**config.mk**
```make
export PLATFORM = sky130hd
export DESIGN_NAME = machine_timer_unit
export DESIGN_NICKNAME = d
export VERILOG_FILES = /design/src/rtl/machine_timer_unit.sv
export SDC_FILE = /design/constraint.sdc
export NUM_CORES = 1
export LEC_CHECK = 0
export CAP_MARGIN = 20
export CORE_MARGIN = 2
export CORE_UTILIZATION = 43
export CTS_CLUSTER_SIZE = 16
export DETAILED_ROUTE_END_ITERATION = 6
export PLACE_DENSITY_LB_ADDON = 0.15
export SLEW_MARGIN = 30
export SYNTH_ARGS = -nofsm -noshare
export SYNTH_HDL_FRONTEND = slang
export SYNTH_SLANG_ARGS = --single-unit
```
**constraint.sdc**
```tcl
create_clock -name clk -period 5.4 [get_ports clk]
set_input_delay 1.08 -clock clk [delete_from_list [all_inputs] [get_ports clk]]
set_output_delay 1.08 -clock clk [all_outputs]
set_load 0.02 [all_outputs]
```
**src/rtl/machine_timer_unit.sv**
```systemverilog
`default_nettype none
// ============================================================================
// Module      : machine_timer_unit
// Description : Memory-mapped RISC-V machine timer. A free-running 64-bit
//               mtime counter with a programmable prescaler is compared
//               against mtimecmp to produce a registered, level-sensitive
//               timer interrupt request for the CSR unit.
// Ports       : clk, rst                - clock, synchronous active-high reset
//               memAccessValid/WE       - register access request, 1 = write
//               memAccessOffset[4:0]    - byte offset in the timer window
//               memAccessWriteData[31:0]- write data
//               memReadData[31:0]       - read result (valid with memReadValid)
//               memReadValid            - one-cycle pulse, 1 cycle after read
//               reqTimerInterrupt       - timer interrupt request level
//               mtimeOut[63:0]          - current mtime for time/timeh CSRs
// Revision    : 1.0 - initial release
// ============================================================================
module machine_timer_unit #(
  parameter int PRESCALE_WIDTH = 8,
  parameter int RESET_PRESCALE = 0
) (
  input  logic        clk,
  input  logic        rst,
  input  logic        memAccessValid,
  input  logic        memAccessWE,
  input  logic [4:0]  memAccessOffset,
  input  logic [31:0] memAccessWriteData,
  output logic [31:0] memReadData,
  output logic        memReadValid,
  output logic        reqTimerInterrupt,
  output logic [63:0] mtimeOut
);

  // Word index within the window (offset[4:2])
  localparam logic [2:0] c_sel_mtime_lo = 3'd0;
  localparam logic [2:0] c_sel_mtime_hi = 3'd1;
  localparam logic [2:0] c_sel_cmp_lo   = 3'd2;
  localparam logic [2:0] c_sel_cmp_hi   = 3'd3;
  localparam logic [2:0] c_sel_ctrl     = 3'd4;

  localparam logic [PRESCALE_WIDTH-1:0] c_reset_div = PRESCALE_WIDTH'(RESET_PRESCALE);

  logic [63:0]               r_mtime;
  logic [63:0]               r_mtimecmp;
  logic                      r_enable;
  logic [PRESCALE_WIDTH-1:0] r_div;
  logic [PRESCALE_WIDTH-1:0] r_pre_cnt;
  logic [31:0]               r_hi_shadow;
  logic [31:0]               r_read_data;
  logic                      r_read_valid;
  logic                      r_irq;

  logic        w_aligned;
  logic [2:0]  w_sel;
  logic        w_rd;
  logic        w_wr;
  logic        w_tick;
  logic [31:0] w_ctrl_word;
  logic [31:0] w_rd_data;

  // Misaligned accesses are dropped, but a read still gets its valid pulse.
  assign w_aligned = (memAccessOffset[1:0] == 2'b00);
  assign w_sel     = memAccessOffset[4:2];
  assign w_rd      = memAccessValid && !memAccessWE;
  assign w_wr      = memAccessValid && memAccessWE && w_aligned;

  // mtime advances on the last prescaler count of each div+1 period.
  assign w_tick = r_enable && (r_pre_cnt == r_div);

  always_comb begin
    w_ctrl_word                       = '0;
    w_ctrl_word[0]                    = r_enable;
    w_ctrl_word[8 +: PRESCALE_WIDTH]  = r_div;
  end

  always_comb begin
    w_rd_data = '0;
    if (w_aligned) begin
      case (w_sel)
        c_sel_mtime_lo: w_rd_data = r_mtime[31:0];
        c_sel_mtime_hi: w_rd_data = r_hi_shadow;
        c_sel_cmp_lo:   w_rd_data = r_mtimecmp[31:0];
        c_sel_cmp_hi:   w_rd_data = r_mtimecmp[63:32];
        c_sel_ctrl:     w_rd_data = w_ctrl_word;
        default:        w_rd_data = '0;
      endcase
    end
  end

  always_ff @(posedge clk) begin
    if (rst) begin
      r_mtime      <= '0;
      r_mtimecmp   <= '1;
      r_enable     <= 1'b1;
      r_div        <= c_reset_div;
      r_pre_cnt    <= '0;
      r_hi_shadow  <= '0;
      r_read_data  <= '0;
      r_read_valid <= 1'b0;
      r_irq        <= 1'b0;
    end else begin
      r_read_valid <= w_rd;
      r_read_data  <= w_rd_data;

      // A LO read snapshots the upper half so a following HI read is
      // consistent with the LO value, even across a carry.
      if (w_rd && w_aligned && (w_sel == c_sel_mtime_lo)) begin
        r_hi_shadow <= r_mtime[63:32];
      end

      r_irq <= r_enable && (r_mtime >= r_mtimecmp);

      // Software writes win over the increment; the other half is untouched.
      if (w_wr && (w_sel == c_sel_mtime_lo)) begin
        r_mtime[31:0] <= memAccessWriteData;
      end else if (w_wr && (w_sel == c_sel_mtime_hi)) begin
        r_mtime[63:32] <= memAccessWriteData;
      end else if (w_tick) begin
        r_mtime <= r_mtime + 64'd1;
      end

      if (w_wr && (w_sel == c_sel_cmp_lo)) begin
        r_mtimecmp[31:0] <= memAccessWriteData;
      end
      if (w_wr && (w_sel == c_sel_cmp_hi)) begin
        r_mtimecmp[63:32] <= memAccessWriteData;
      end

      if (w_wr && (w_sel == c_sel_ctrl)) begin
        r_enable  <= memAccessWriteData[0];
        r_div     <= memAccessWriteData[8 +: PRESCALE_WIDTH];
        r_pre_cnt <= '0;
      end else if (r_enable) begin
        r_pre_cnt <= w_tick ? '0 : r_pre_cnt + PRESCALE_WIDTH'(1);
      end
    end
  end

  assign memReadData       = r_read_data;
  assign memReadValid      = r_read_valid;
  assign reqTimerInterrupt = r_irq;
  assign mtimeOut          = r_mtime;

endmodule
`default_nettype wire
```
### Yosys cells after proc, flatten, opt, wreduce, memory -nomap -nowiden

Cells that the tools add are included.

* register bits: 211
* output and inout port bits: 98
* word-level logic and storage cells: 49

* add/subtract/negate cells: 2
* order comparisons: 1
* equality and inequality tests: 6
* muxes and demuxes: 6
* bitwise operators: 2
* reduce and logical (&&, ||, !) cells: 21

Operator list (number)
* 32-bit one-hot mux with 5 select lines: 1
* 32-bit 2-to-1 mux: 3
* 64-bit by 1-bit adder with 64-bit output, second input constant: 1
* 64-bit >= comparator: 1
* 64-bit 2-to-1 mux: 1
* 1-bit logical AND: 12
* 8-bit by 1-bit adder with 8-bit output, second input constant: 1
* 8-bit == test: 1
* 8-bit 2-to-1 mux: 1
* 3-bit by 2-bit == test with 1-bit output, second input constant: 2
* 2-bit AND reduction: 2
* 2-bit nonzero test: 2
* 2-bit OR reduction: 2
* 3-bit by 1-bit == test with 1-bit output, second input constant: 1
* 3-bit == test, second input constant: 1
* 3-bit logical NOT: 1
* 2-bit logical NOT: 1
* 2-bit inequality test, second input constant: 1
* 1-bit NOT: 2
* 1-bit logical NOT: 1

### Longest topological paths before layout

Gate-level depths: netlist of run 1.

* word-level depth: 5
* mapped depth: 10

### Worst setup path after synthesis of run 1

OpenSTA, ideal clock, no wires.

* kind: input-to-reg
* start point: input memAccessWE
* end point: register r_mtime[29], in the netlist mtimeOut[29]
* library setup time: 0.086 ns
* arrival: 2.796 ns
* setup slack: 2.518 ns
* cell stages on the path: 10
* path through: nor4bb_1 clkbuf_1 and3_1 clkbuf_1 nor4_2 buf_2 buf_2 nand4_1 xor2_1 a211oi_1

* longest elaborated chain between the ends: 5
* elaborated cells on any way between the ends: 8
* those cells by class: 1 x eq/ne; 1 x mux; 6 x reduce/logical

Ends and longest elaborated chain
* start, declared: line 25 `input logic memAccessWE,`
* 1-bit logical AND * (2 in series): line 65 `assign w_wr = memAccessValid && memAccessWE && w_aligned;`
* 1-bit logical AND, on equally long branches: line 114, 116
* 2-bit inequality test (no line) or 2-bit nonzero test (tied branches)
* 2-bit AND reduction (no line)
* end signal, assigned: line 115 `r_mtime[31:0] <= memAccessWriteData;`
* end signal, assigned: line 119 `r_mtime <= r_mtime + 64'd1;`
* end, declared: line 43 `logic [63:0] r_mtime;`

Every way passes the cells marked *; elsewhere a longest branch is shown, timed or not.
A chain may end at the register's enable or synchronous reset.

### Final worst setup path of run 1

* start point: input memAccessWE
* end point: register r_mtime[36], in the netlist mtimeOut[36]

* longest elaborated chain between the ends: 5
* elaborated cells on any way between the ends: 8
* those cells by class: 1 x mux; 1 x bitwise; 6 x reduce/logical

Ends and longest elaborated chain
* 1-bit logical AND * (2 in series): line 65
* 1-bit logical AND, on equally long branches: line 116, 114
* 2-bit nonzero test (no line) or 1-bit NOT (tied branches)
* 2-bit AND reduction (no line)
* end signal, assigned: line 117 `r_mtime[63:32] <= memAccessWriteData;`
* end signal, assigned: line 119

Marks and branches as above.

==> results.cfg, run 1 <==
[timing]
period_share = 0.653
max_slew.worst_pin.slew_ns = 0.987
layout_min_cycle_time_ns = 3.53
skew_ns = 0.0199
hold_viol_final = 0
fin_setup_tns_ns = 0
drv_slew = 0
setup_viol = 0
fmaxAchievable_mhz = 283
rsz0062_at_grt = no
maxSlewHeadroom = 0.336

[logic_synthesis]
ys_seq_elements = 211
yosysUniqueCellTypes = 66
synth_async_sr_flop_share = 0
synth_flop_cell = dfxtp_1
synth_fp_nets = 1517
yosys-top-cells-area = dfxtp_1, ha_1, nand2_1, nor2_1, a211o_1
synth_edf_count = 0
syn-cell-area_um2 = 11500
ys_warn_count = 0
avgSynthCellArea_um2 = 8.16
yosys.area.top_type = dfxtp_1
synth_seq_area_share = 0.367
syn_inst = 1410
yosys.area.top_type_share = 0.367

[setup_path]
crit_type = in -> reg
crit_arrival_ns = 3.97
cp-end-kind = flop
crit_fanout = 37
reg2reg_from = mtimeOut[17]
cp-start-kind = primary input
cp.required_ns = 5.84
worstRegToRegCells = 6
r2r_slack_ns = 2.26
critPathLaunch = memAccessWE
r2r-end = mtimeOut[51]

[cts]
cts_sinks = 211
cts_setup_buffers = 0
ctsLongestPathBuffers = 3
root_buffer = clkbuf_16
htreeDepth = 1
numCtsBuffers = 25
postCtsHoldBufs = 0
clk_latency_ns = 0.53
cts-resized-gates = 0
clk_pin_slew_ns = 0.06
cts_tree = done

[global_routing]
grt_pass1_wl_mm = 61.8
grt_max_degree = 77
antenna_found_initial = 1
grt_pass1_vias = 10300
grt.overflow.total = 0
met1_usage = 0.405
grt_util_all_layers = 0.281
met2_usage = 0.433
met3_usage = 0.0411
grt_busiest_layer = met2

[finish]
layout-drive-gt1-share = 0.0673
area_growth_pct = 20.8
final_common_cell = dfxtp_1
finalNonFillerCells = 1851
final_cell_mix = dfxtp_1, nand2_1, nor2_1
antenna_cells = 0
nets = 1605

[power]
p_int_mw = 2.65
pwr-share-seq = 0.452
max-vdd-ir-drop_mv = 0.188
p_sw_mw = 0.879
finalPower_mw = 3.53
power_frac_comb = 0.079
power_density_nw_per_um2 = 254
switching_share = 0.249
clkPwrFrac = 0.469
leakagePower_nw = 5.54

[placed_design]
place_inst = 1806
gp_congestion = 0.889
portBuffers = 138
place_hpwl_mm = 27.8

[die]
initial_core_util = 0.439
ios = 139
coreArea_um2 = 26200
die_w_um = 168
dieArea_um2 = 28100
die_y_um = 168
rows = 59

[route]
wl_mm = 40.2
first_pass_iters = 5
post_drt_wl_per_cell_um = 21.7
num_vias = 11200
drc = 0
dr.first_iter.drc_count = 1187
ant_nets = 0
vias_per_cell = 6.03

[flow_run]
maxCapViolations = 0

[min_path]
hold_end = r_hi_shadow[2]
hold_class = reg -> reg
hold-path-cell-count = 2
hp-start = r_hi_shadow[2]

[outcome]
status = finished clean
## stage by stage
stage | cell area, um^2 | hold WS [ns] | utilization | worst slack [ns]
after floorplan | 11500 | 0.433 | - | 2.52
after global placement | 13100 | 0.440 | 0.501 | 1.52
after detailed placement | 13100 | 0.447 | 0.501 | 1.48
after CTS | 13900 | 0.455 | 0.531 | 1.99
after global routing | 13900 | 0.478 | 0.531 | 1.70
final | 13900 | 0.451 | 0.531 | 1.87
## worst max-delay path by stage
stage | to | slack [ns] | cells after the start
after floorplan | mtimeOut[29] | 2.52 | 10
after global placement | mtimeOut[36] | 1.52 | 8
after detailed placement | mtimeOut[52] | 1.48 | 8
after CTS | mtimeOut[36] | 1.99 | 8
after global routing | mtimeOut[52] | 1.70 | 8
final | mtimeOut[36] | 1.87 | 8
## per-layer routing
metal | part of all wire | wire (um)
met1 | 0.45 | 18300
met2 | 0.44 | 17500
met3 | 0.079 | 3180
met4 | 0.030 | 1230
met5 | 0 | 0
## sequential cells by signal (all words and copies together), names as in the netlist
signal,flops
memReadData,32
memReadValid,1
mtimeOut,64
r_div,8
r_enable,1
r_hi_shadow,32
r_mtimecmp,64
r_pre_cnt,8
reqTimerInterrupt,1
## area by class of cell
class                           instances  area (um^2)
Fill cell                            2469        12300
Multi-Input combinational cell       1027         6660
Sequential cell                       211         4220
Timing Repair Buffer                  159         1540
Clock buffer                           36          687
Tap cell                              335          419
Inverter                               74          278
Clock inverter                          9         95.1
## synthesized netlist by cell type, types with 4 or more instances
cell,instances
clkbuf_1,79
nor3b_1,4
or3_1,10
a21oi_1,101
a211o_1,64
xor2_1,29
dfxtp_1,211
inv_1,74
ha_1,66
and4_1,13
a211oi_1,35
nor2b_1,4
nand4_1,50
o21ai_0,44
o22a_1,9
or4_1,7
a311oi_1,4
buf_1,8
nand2b_1,12
o211ai_1,5
mux2i_1,10
a21o_1,10
a31oi_1,13
nor3_1,14
nand3_1,42
nand3b_1,6
and3_1,18
nor4_1,8
nor2_1,154
buf_2,9
a22oi_1,44
mux2_2,22
nand2_1,159
and2_1,5
xnor2_1,13
## critical path: stages
cell,delay [ns]
clkdlybuf4s50_1,0.49
nor4bb_1,0.35
buf_4,0.23
and3_2,0.41
buf_4,0.43
o21a_1,0.56
a21oi_1,0.13
a211oi_1,0.25
## logic make-up after synthesis
logic type,after synthesis,synth area share
XOR/XNOR,42,0.0320
flip-flops,211,0.367
AO/OA/AOI/OAI,361,0.213
adder cells (fa/ha/maj),66,0.0717
AND/OR/NAND/NOR,524,0.224
multiplexers,34,0.0341
buffers and inverters,172,0.0577
## power groups by stage
stage | sequential [mW] | clock, mW | combinational (mW)
after global placement | 1.63 | 0 | 0.270
after detailed placement | 1.63 | 0 | 0.272
after CTS | 1.59 | 1.68 | 0.273
final | 1.59 | 1.66 | 0.277
after floorplan | 1.63 | 0 | 0.131
after global routing | 1.60 | 1.75 | 0.293
(Power assumes the default switching activity.)
==> run 2, diff against run 1 <==
==> constraint.sdc (replaced) <==
create_clock -name clk -period 3.1 [get_ports clk]
set_input_delay 0.62 -clock clk [delete_from_list [all_inputs] [get_ports clk]]
set_output_delay 0.62 -clock clk [all_outputs]
set_load 0.02 [all_outputs]
==> results.cfg, run 2 (synthesis gave the netlist of run 1 again) <==
[min_path]
hold_class = reg -> reg
hp-start = r_hi_shadow[18]

[global_routing]
grt_pass1_wl_mm = 64.4
grt_util_all_layers = 0.291
met2_usage = 0.460
grt_busiest_layer = met2
met3_usage = 0.0449
grt_pass1_vias = 10900
met1_usage = 0.413
grt.overflow.total = 0
grt_max_degree = 73
antenna_found_initial = 1

[cts]
clk_latency_ns = 0.54
htreeDepth = 1
cts_tree = done
root_buffer = clkbuf_16
cts-resized-gates = 0
cts_sinks = 211
clk_pin_slew_ns = 0.06
numCtsBuffers = 25
ctsLongestPathBuffers = 3
postCtsHoldBufs = 0
cts_setup_buffers = 0

[finish]
fin_util = 0.557
nFillCells = 2413
layout-drive-gt1-share = 0.116
finalNonFillerCells = 1933
final_common_cell = dfxtp_1
final_cell_mix = dfxtp_1, nand2_1, nor2_1
area_growth_pct = 26.7
nets = 1686

[die]
rows = 59
coreArea_um2 = 26200
die_y_um = 168
initial_core_util = 0.439
die_w_um = 168
dieArea_um2 = 28100
ios = 139

[power]
leakagePower_nw = 6.00
power_density_nw_per_um2 = 430
p_int_mw = 4.73
p_sw_mw = 1.54
clkPwrFrac = 0.474
switching_share = 0.246
pwr-share-seq = 0.440
max-vdd-ir-drop_mv = 0.298
power_frac_comb = 0.086

[setup_path]
critPathMaxStageDelay_ns = 0.62
cp_top_family = compound AO/OA/AOI/OAI gates
cp.required_ns = 3.48
reg2reg_from = mtimeOut[14]
crit_type = reg -> reg
cp_slowest_cell = a221oi_1
cp-start-kind = flop
crit_arrival_ns = 3.10
cp-end-kind = flop
crit_fanout = 6
critPathLaunch = mtimeOut[14]
crit_buf_inv = 1
path_cells = ha_1 -> nand2_1 -> o21ai_0 -> a221oi_1 -> a31oi_1 -> a2111oi_0 -> buf_4 -> nor4b_1

[timing]
layout_min_cycle_time_ns = 2.72
rsz0062_at_grt = no
max_slew.worst_pin.slew_ns = 0.774
skew_ns = 0.0290
fmaxAchievable_mhz = 368
setup_viol = 0
period_share = 0.877
drv_slew = 0
hold_viol_final = 0
maxSlewHeadroom = 0.484
hold_slack_ns = 0.450

[route]
wl_mm = 41.5
ant_nets = 0
vias_per_cell = 5.97
post_drt_wl_per_cell_um = 21.5
dr.first_iter.drc_count = 1025
drc = 0
num_vias = 11500
first_pass_iters = 6

[flow_run]
maxCapViolations = 0

[placed_design]
place_inst = 1887
place_hpwl_mm = 29.9
gp_congestion = 0.900
portBuffers = 138

[outcome]
status = finished clean
## run 2: power by group through the flow
stage	registers (mW)	clock network (mW)	logic (mW)
2_1_floorplan	2.84	0	0.228
3_3_place_gp	2.82	0	0.530
3_5_place_dp	2.82	0	0.533
4_1_cts	2.76	3.02	0.535
5_1_grt	2.76	3.14	0.570
6_report	2.76	2.98	0.541
## run 2: worst reg2reg max path, stage by stage, from the launching register on
cell and delay, ns:
dfxtp_1 0.47, ha_1 0.29, nand2_1 0.08, o21ai_0 0.24
a221oi_1 0.62, a31oi_1 0.15, a2111oi_0 0.47, buf_4 0.22
nor4b_1 0.06
## run 2: cell type report
class	count	area [um^2]	share of cell area
Multi-Input combinational cell	1027	6660	0.456
Sequential cell	211	4220	0.290
Timing Repair Buffer	240	2190	0.150
Clock buffer	38	734	0.0503
Tap cell	335	419	0.0287
Inverter	74	278	0.0190
Clock inverter	7	85.1	0.00583
Antenna cell	1	2.50	0.000172
## run 2: worst paths after layout
check	endpoint	slack, ns	depth (start not counted)
max reg2reg	reqTimerInterrupt	0.38	8
min reg2reg	r_hi_shadow[18]	0.45	2
min	r_hi_shadow[18]	0.45	2
max	reqTimerInterrupt	0.38	8
## run 2: through the flow
stage	setup slack (ns)	setup TNS (ns)	power, mW	area, um^2
3_5_place_dp	-0.0152	-0.0184	3.35	13800
4_1_cts	0.398	0	6.32	14600
2_1_floorplan	0.678	0	3.07	11500
5_1_grt	0.0955	0	6.47	14600
6_report	0.380	0	6.28	14600
3_3_place_gp	0.134	0	3.35	13800
## run 2: per-layer routing
| metal | part of all wire | wire [um] | vias to the layer above |
|---|---|---|---|
| li1 | - | - | 5426 |
| met1 | 0.44 | 18400 | 5571 |
| met2 | 0.45 | 18800 | 463 |
| met3 | 0.078 | 3250 | 74 |
| met4 | 0.026 | 1080 | 0 |
| met5 | 0 | 0 | - |
==> run 3, diff against run 2 <==
--- a/config.mk
+++ b/config.mk
@@ -7,7 +7,8 @@
 export LEC_CHECK = 0
 export CAP_MARGIN = 20
 export CORE_MARGIN = 2
-export CORE_UTILIZATION = 43
+export CORE_UTILIZATION = 38
+export CTS_BUF_LIST = sky130_fd_sc_hd__clkbuf_8
 export CTS_CLUSTER_SIZE = 16
 export DETAILED_ROUTE_END_ITERATION = 6
 export PLACE_DENSITY_LB_ADDON = 0.15
@@ -15,3 +16,4 @@
 export SYNTH_ARGS = -nofsm -noshare
 export SYNTH_HDL_FRONTEND = slang
 export SYNTH_SLANG_ARGS = --single-unit
+export TNS_END_PERCENT = 1
==> results.cfg, run 3 (synthesis gave the netlist of run 1 again) <==
[global_routing]
antenna_found_initial = 0
grt_util_all_layers = 0.270
grt_max_degree = 78
grt.overflow.total = 0
grt_pass1_vias = 10800
grt_pass1_wl_mm = 64.8

[setup_path]
crit_type = reg -> reg
crit_arrival_ns = 3.17
cp.required_ns = 3.51
worstRegToRegCells = 11
crit_fanout = 4
cp-end-kind = flop
cp-start-kind = flop

[outcome]
status = finished clean

[timing]
fmaxAchievable_mhz = 361
period_share = 0.893
setup_slack_ns = 0.333
hold_viol_final = 0
setup_viol = 0
drv_slew = 0
skew_ns = 0.0274
fin_setup_tns_ns = 0
max_slew.worst_pin.slew_ns = 0.728
layout_min_cycle_time_ns = 2.77
maxSlewHeadroom = 0.510
rsz0062_at_grt = no

[cts]
htreeDepth = 2
clk_pin_slew_ns = 0.06
postCtsHoldBufs = 0
ctsLongestPathBuffers = 3
root_buffer = clkbuf_8
numCtsBuffers = 39
cts-resized-gates = 0
clk_latency_ns = 0.55
cts_setup_buffers = 0
cts_tree = done
cts_sinks = 211

[power]
power_density_nw_per_um2 = 414
pwr-share-seq = 0.455
max-vdd-ir-drop_mv = 0.227
p_int_mw = 4.50
finalPower_mw = 6.07
clkPwrFrac = 0.455
switching_share = 0.259
leakagePower_nw = 6.05
p_sw_mw = 1.57
power_frac_comb = 0.090

[placed_design]
dpl_worst_slack_ns = 0.0834
place_hpwl_mm = 31.2
portBuffers = 138
gp_congestion = 0.905

[finish]
nFillCells = 2904
multi_input_area_um2 = 6660
antenna_cells = 0
area_growth_pct = 27.2
nets = 1701
final_common_cell = dfxtp_1
seqCellArea_um2 = 4220
final_cell_mix = dfxtp_1, nand2_1, nor2_1
layout-drive-gt1-share = 0.124

[route]
ant_nets = 0
post_drt_wl_per_cell_um = 21.5
wl_mm = 43.2
num_vias = 11600
drc = 0
vias_per_cell = 5.78
first_pass_iters = 5
dr.first_iter.drc_count = 1121

[flow_run]
maxCapViolations = 0

[die]
coreArea_um2 = 29700
initial_core_util = 0.387
dieArea_um2 = 31700
rows = 63
die_w_um = 178
die_y_um = 178
ios = 139

[min_path]
hold_class = reg -> reg
hold-path-cell-count = 2
[run 3: critical path, stage by stage, from the launching register on]
cell       delay, ns
dfxtp_1         0.39
inv_1           0.09
ha_1            0.33
nand4_1         0.12
nor3_1          0.24
buf_4           0.17
nand4_1         0.18
nor4_1          0.34
buf_4           0.17
a2111oi_0       0.09
buf_4           0.19
nor4b_1         0.33
[run 3: per-layer routing]
metal  up-vias  routed length [um]  track usage
met5         -                   0            0
li1       5448                   -            -
met2       513               19100        0.421
met3        93                3760       0.0556
met1      5564               18900        0.370
met4         0                1330       0.0926
[run 3: path summary, 6_finish.rpt]
path / start / to / slack [ns]
worst max-delay path: r_mtimecmp[30] / reqTimerInterrupt / 0.33
worst min-delay path: r_hi_shadow[26] / r_hi_shadow[26] / 0.45
worst max register to register: r_mtimecmp[30] / reqTimerInterrupt / 0.33
worst min register to register: r_hi_shadow[26] / r_hi_shadow[26] / 0.45
[run 3: final cells by class]
class	count	area share
Inverter	74	0.0190
Sequential cell	211	0.288
Multi-Input combinational cell	1027	0.455
Timing Repair Buffer	241	0.151
Clock inverter	18	0.00846
Tap cell	390	0.0333
Clock buffer	48	0.0451
[run 3: power by group through the flow]
stage / clock network [mW] / logic [mW] / registers (mW)
after floorplan: 0 / 0.228 / 2.84
after global routing: 2.93 / 0.578 / 2.77
after detailed placement: 0 / 0.537 / 2.82
final: 2.76 / 0.545 / 2.76
after global placement: 0 / 0.534 / 2.82
after CTS: 2.80 / 0.539 / 2.76
[run 3: metrics by stage]
| step | hold WS [ns] | area (um^2) | util | cells |
|---|---|---|---|---|
| floorplan | 0.433 | 11500 | - | 1410 |
| detailed placement | 0.447 | 13900 | 0.466 | 1943 |
| finish | 0.454 | 14600 | 0.493 | 2009 |
| global route | 0.475 | 14600 | 0.493 | 2009 |
| global placement | 0.440 | 13900 | 0.466 | 1943 |
| CTS | 0.455 | 14600 | 0.493 | 2009 |
